===== config.mk =====
export PLATFORM = sky130hd
export DESIGN_NAME = fifo_sr_arbiter
export DESIGN_NICKNAME = d
export VERILOG_FILES = /design/src/rtl/fifo_sr_arbiter.sv
export SDC_FILE = /design/constraint.sdc
export NUM_CORES = 1
export LEC_CHECK = 0
export BUFFER_PORTS_ARGS = -buffer_cell sky130_fd_sc_hd__buf_2
export CELL_PAD_IN_SITES_DETAIL_PLACEMENT = 1
export CELL_PAD_IN_SITES_GLOBAL_PLACEMENT = 1
export CORE_ASPECT_RATIO = 1.25
export CORE_MARGIN = 4
export CORE_UTILIZATION = 16
export CTS_BUF_LIST = sky130_fd_sc_hd__clkbuf_8 sky130_fd_sc_hd__clkbuf_16
export DETAILED_ROUTE_END_ITERATION = 12
export PLACE_DENSITY = 0.75
export SLEW_MARGIN = 20
export SYNTH_ARGS = -nofsm -noshare
export SYNTH_HDL_FRONTEND = slang
export SYNTH_SLANG_ARGS = --single-unit

===== constraint.sdc =====
create_clock -name clk -period 1.6 [get_ports clk]
set_input_delay 0.32 -clock clk [delete_from_list [all_inputs] [get_ports clk]]
set_output_delay 0.32 -clock clk [all_outputs]
set_load 0.01 [all_outputs]

===== src/rtl/fifo_sr_arbiter.sv =====
// Write/read front-end scheduler for the shared multi-flux FIFO: independent
// round-robin arbitration per side, flux tagging on writes and routing of returned data.
module fifo_sr_arbiter #(
    parameter int  DATA_WIDTH = 8,
    parameter int  FLUX       = 2,
    parameter int  RD_LAT     = 1,
    localparam int TAG_WIDTH  = $clog2(FLUX)
) (
    input  logic                            clk,
    input  logic                            rst,
    input  logic [FLUX-1:0]                 wr_req,
    input  logic [FLUX*DATA_WIDTH-1:0]      wr_data,
    output logic [FLUX-1:0]                 wr_ack,
    input  logic [FLUX-1:0]                 rd_req,
    output logic [FLUX-1:0]                 rd_valid,
    output logic [DATA_WIDTH-1:0]           rd_data,
    input  logic                            fifo_full,
    input  logic [FLUX-1:0]                 fifo_empty,
    output logic                            fifo_write,
    output logic [DATA_WIDTH+TAG_WIDTH-1:0] fifo_din,
    output logic [FLUX-1:0]                 fifo_read,
    input  logic [DATA_WIDTH+TAG_WIDTH-1:0] fifo_dout
);

    // Returns {found, index} of the first set request scanning from ptr upward, wrapping.
    function automatic logic [TAG_WIDTH:0] rr_pick(input logic [FLUX-1:0] req,
                                                   input logic [TAG_WIDTH-1:0] ptr);
        logic [TAG_WIDTH:0]   res;
        logic [TAG_WIDTH-1:0] sel;
        int                   idx;
        res = {(TAG_WIDTH+1){1'b0}};
        for (int k = FLUX - 1; k >= 0; k--) begin
            idx = (int'(ptr) + k) % FLUX;
            sel = TAG_WIDTH'(idx);
            if (req[sel]) begin
                res = {1'b1, sel};
            end else begin
                res = res;
            end
        end
        return res;
    endfunction

    function automatic logic [TAG_WIDTH-1:0] rr_next(input logic [TAG_WIDTH-1:0] g);
        if (g == TAG_WIDTH'(FLUX - 1)) begin
            return {TAG_WIDTH{1'b0}};
        end else begin
            return g + TAG_WIDTH'(1);
        end
    endfunction

    logic [TAG_WIDTH-1:0] wptr_r;
    logic [TAG_WIDTH-1:0] rptr_r;
    logic [TAG_WIDTH:0]   wr_pick_s;
    logic [TAG_WIDTH:0]   rd_pick_s;
    logic [TAG_WIDTH-1:0] wr_idx_s;
    logic [TAG_WIDTH-1:0] rd_idx_s;
    logic                 wr_go_s;
    logic                 rd_go_s;
    logic [FLUX-1:0]      rd_elig_s;
    logic [TAG_WIDTH-1:0] unused_tag_s;

    // Routing trusts the internally tracked grant, never the returned tag.
    assign unused_tag_s = fifo_dout[DATA_WIDTH +: TAG_WIDTH];

    // Grant selection for both sides; a full FIFO blocks writes only.
    always_comb begin
        rd_elig_s = rd_req & ~fifo_empty;
        wr_pick_s = rr_pick(wr_req, wptr_r);
        rd_pick_s = rr_pick(rd_elig_s, rptr_r);
        wr_idx_s  = wr_pick_s[TAG_WIDTH-1:0];
        rd_idx_s  = rd_pick_s[TAG_WIDTH-1:0];
        wr_go_s   = rst & ~fifo_full & wr_pick_s[TAG_WIDTH];
        rd_go_s   = rst & rd_pick_s[TAG_WIDTH];
    end

    // Round-robin pointers advance past the winner only when a grant fires.
    always_ff @(posedge clk or negedge rst) begin
        if (!rst) begin
            wptr_r <= {TAG_WIDTH{1'b0}};
            rptr_r <= {TAG_WIDTH{1'b0}};
        end else begin
            wptr_r <= wr_go_s ? rr_next(wr_idx_s) : wptr_r;
            rptr_r <= rd_go_s ? rr_next(rd_idx_s) : rptr_r;
        end
    end

    // Write-side and read-strobe outputs.
    always_comb begin
        fifo_write = 1'b0;
        fifo_din   = {(DATA_WIDTH+TAG_WIDTH){1'b0}};
        wr_ack     = {FLUX{1'b0}};
        fifo_read  = {FLUX{1'b0}};
        if (wr_go_s) begin
            fifo_write = 1'b1;
            fifo_din   = {wr_idx_s, wr_data[wr_idx_s*DATA_WIDTH +: DATA_WIDTH]};
            wr_ack     = FLUX'(1) << wr_idx_s;
        end else begin
            fifo_write = 1'b0;
        end
        if (rd_go_s) begin
            fifo_read = FLUX'(1) << rd_idx_s;
        end else begin
            fifo_read = {FLUX{1'b0}};
        end
    end

    generate
        if (RD_LAT == 0) begin : g_lat0
            // Data returns in the strobe cycle, so route it with the live grant.
            always_comb begin
                rd_valid = {FLUX{1'b0}};
                rd_data  = {DATA_WIDTH{1'b0}};
                if (rd_go_s) begin
                    rd_valid = FLUX'(1) << rd_idx_s;
                    rd_data  = fifo_dout[DATA_WIDTH-1:0];
                end else begin
                    rd_data  = rst ? fifo_dout[DATA_WIDTH-1:0] : {DATA_WIDTH{1'b0}};
                end
            end
        end else begin : g_lat1
            logic                 pending_v_r;
            logic [TAG_WIDTH-1:0] pending_id_r;

            // Remember which consumer owns the data arriving next cycle; reset drops it.
            always_ff @(posedge clk or negedge rst) begin
                if (!rst) begin
                    pending_v_r  <= 1'b0;
                    pending_id_r <= {TAG_WIDTH{1'b0}};
                end else begin
                    pending_v_r  <= rd_go_s;
                    pending_id_r <= rd_go_s ? rd_idx_s : pending_id_r;
                end
            end

            // Steer the returned payload to the remembered consumer.
            always_comb begin
                rd_valid = {FLUX{1'b0}};
                rd_data  = {DATA_WIDTH{1'b0}};
                if (rst) begin
                    rd_valid = pending_v_r ? (FLUX'(1) << pending_id_r) : {FLUX{1'b0}};
                    rd_data  = fifo_dout[DATA_WIDTH-1:0];
                end else begin
                    rd_valid = {FLUX{1'b0}};
                end
            end
        end
    endgenerate

endmodule

==> results.md <==
* Sequential cell area fraction in the yosys report at 0.260
* Power Density at 670 mW/mm^2
* Final critical-path required period at 1570 ps
* Clk buf depth at 2
* Synth top area cells: dfrtp_1, a22o_1, and2_1, and3_1, nor2b_1
* Critical path endpoint category: output port
* Starting Density at 0.171
* Hold Fails Final Rpt at 0
* Routed Antenna Nets at 0
* Final instance area at 754 um^2
* FP Rows at 19
* CTS tree: done
* Crit Path Max Fanout at 5
* WL final at 1860 um
* Routed WL per cell at 13.6 um
* Post-DP Area at 682 um^2
* Max IR drop VDD at 0.000240 V
* Clk pin slew, worst setup/hold paths at 30 ps
* Max Cap Viol at 0
* Die Span Y at 62.9 um
* Setup_tns at 0 ps
* Synth cell types at 18
* Post-CTS Repair Setup Buffers at 0
* Run status: completed
* Vias in the first global route at 600
* ANT cells at 0
* Total gr overflow at 0
* Die area at 0.00326 mm^2
* CP arrival at 1250 ps
* Nets at 142
* Insertion delay to the later sink of the worst-skew pair at 220 ps
* Register bit total from synthesis at 4
* Mean Syn Cell Area at 7.86 um^2
* Synth top area share at 0.260
* DR DRC count at 0
* Die width at 51.9 um
* Clock skew at 1.51 ps
* Core area at 0.00226 mm^2
* Most common cell after layout, fill and taps aside: buf_2
* Root Driver: clkbuf_8
* Worst R2R Setup Slack at 700 ps
* Avg Vias per Cell at 4.39
* TritonRoute pass-1 iters at 4
* Fmax at 0.638 GHz
* Initial drt markers at 2
* CTS Buf Count at 3
* Max_slew headroom at 0.854
* DP HPWL at 1500 um
* Yosys top cell by area: dfrtp_1
* Mapped Nets at 83
* Worst Tran Pin Value at 218 ps
* CP startpoint kind: flop
* Vias at 602
* Worst setup margin at 33.7 ps
* Share of layout cells above drive strength 1 at 0.613
* Mapped cell area at 385 um^2
* Worst min path class: input pin to async pin
* Largest net degree at the start of global routing at 20
* Synthesized netlist cell count at 49
* Area Overhead vs Synth at 95.8%
* Post-Place Setup Slack at 23.2 ps
* I/O pins at 58
* Initial antenna violation count at 0
* Slew Viols, Final at 0
* Required time of the critical path at 1280 ps
* Clock H-tree levels at 1
* All-Layer GR Usage at 0.0987
* Critical path type: flop to output port
* Leakage at 0.446 nW
* CTS Sinks at 4
* Routability cong. at 0.713
* Final setup fails at 0
* First-pass GRT wire length at 2540 um
* I/O Buffers at 56
* Final period util at 0.979
* Final Power at 505 uW
* YS warnings at 0
* Most frequent cells in the layout: buf_2, and2_1, a22o_1
## final timing paths
check / from / to / cells past startpoint
setup reg to reg: wptr_r / wptr_r / 3
hold / removal: rst / wptr_r / 2
hold reg to reg: g_lat1.pending_id_r / g_lat1.pending_id_r / 2
min in group clk: fifo_empty[1] / g_lat1.pending_v_r / 3
setup / recovery: wptr_r / fifo_din[7] / 4
max in group asynchronous: rst / g_lat1.pending_v_r / 2
## cell families after synthesis
| kind of cell | share of synthesized area |
|---|---|
| AOI/OAI and AO/OA | 0.266 |
| buffers and inverters | 0.0876 |
| DFF | 0.260 |
| and+or+nand+nor | 0.386 |
## critical path: stages, from the launching register on
cell,delay [ps]
dfrtp_1,380
nand2b_4,150
and3_4,170
a22o_1,190
buf_2,140
## sequential cells by signal, indices dropped and copies added (netlist names)
| name | cells |
|---|---|
| g_lat1.pending_id_r | 1 |
| g_lat1.pending_v_r | 1 |
| rptr_r | 1 |
| wptr_r | 1 |
## layer usage
layer | track usage | wire length [um]
met1 | 0.0865 | 624
met2 | 0.178 | 885
met3 | 0.0621 | 354
met4 | 0.0295 | 0
met5 | 0 | 0
## timing repair
| action | CTS | global route |
|---|---|---|
| gates cloned | 0 | 1 |
| pin swaps | 0 | 1 |
| setup endpoints to repair | 8 | 8 |
| hold buffers | 0 | 0 |
| hold endpoints to repair | 0 | 0 |
| gates resized for setup | 4 | 3 |
## metrics by stage
step | util | std cells | hold WS (ps)
finish | 0.334 | 137 | 47.3
detailed placement | 0.302 | 133 | 277
global route | 0.334 | 137 | 80.5
global placement | 0.302 | 133 | 275
CTS | 0.325 | 136 | 45.9
floorplan | - | 49 | 24.4
## cell usage after synthesis
master    n
nand2_1   3
buf_6     1
o21ai_1   1
and3_1    3
o21ai_0   1
buf_4     2
a21oi_1   3
nor2b_1   3
a22o_1    8
nand2b_1  2
o21a_1    1
dfrtp_1   4
and2_1    8
nor2_1    4
nand3b_1  2
or2b_1    1
clkbuf_1  1
inv_1     1
## final cells by class
cell class	instances	area, um^2
flip-flops and latches	4	100
inverters	1	3.75
clock buffers	3	41.3
well taps	31	38.8
multi-input cells	41	283
repair buffers	57	288
fillers	300	1500
## report_power, final
group	leakage, nW	switching [mW]	total (mW)	internal (mW)
clock network	0.0216	0.0515	0.212	0.160
logic	0.375	0.0764	0.162	0.0855
registers	0.0493	0.0131	0.131	0.118
(Power assumes the default switching activity.)
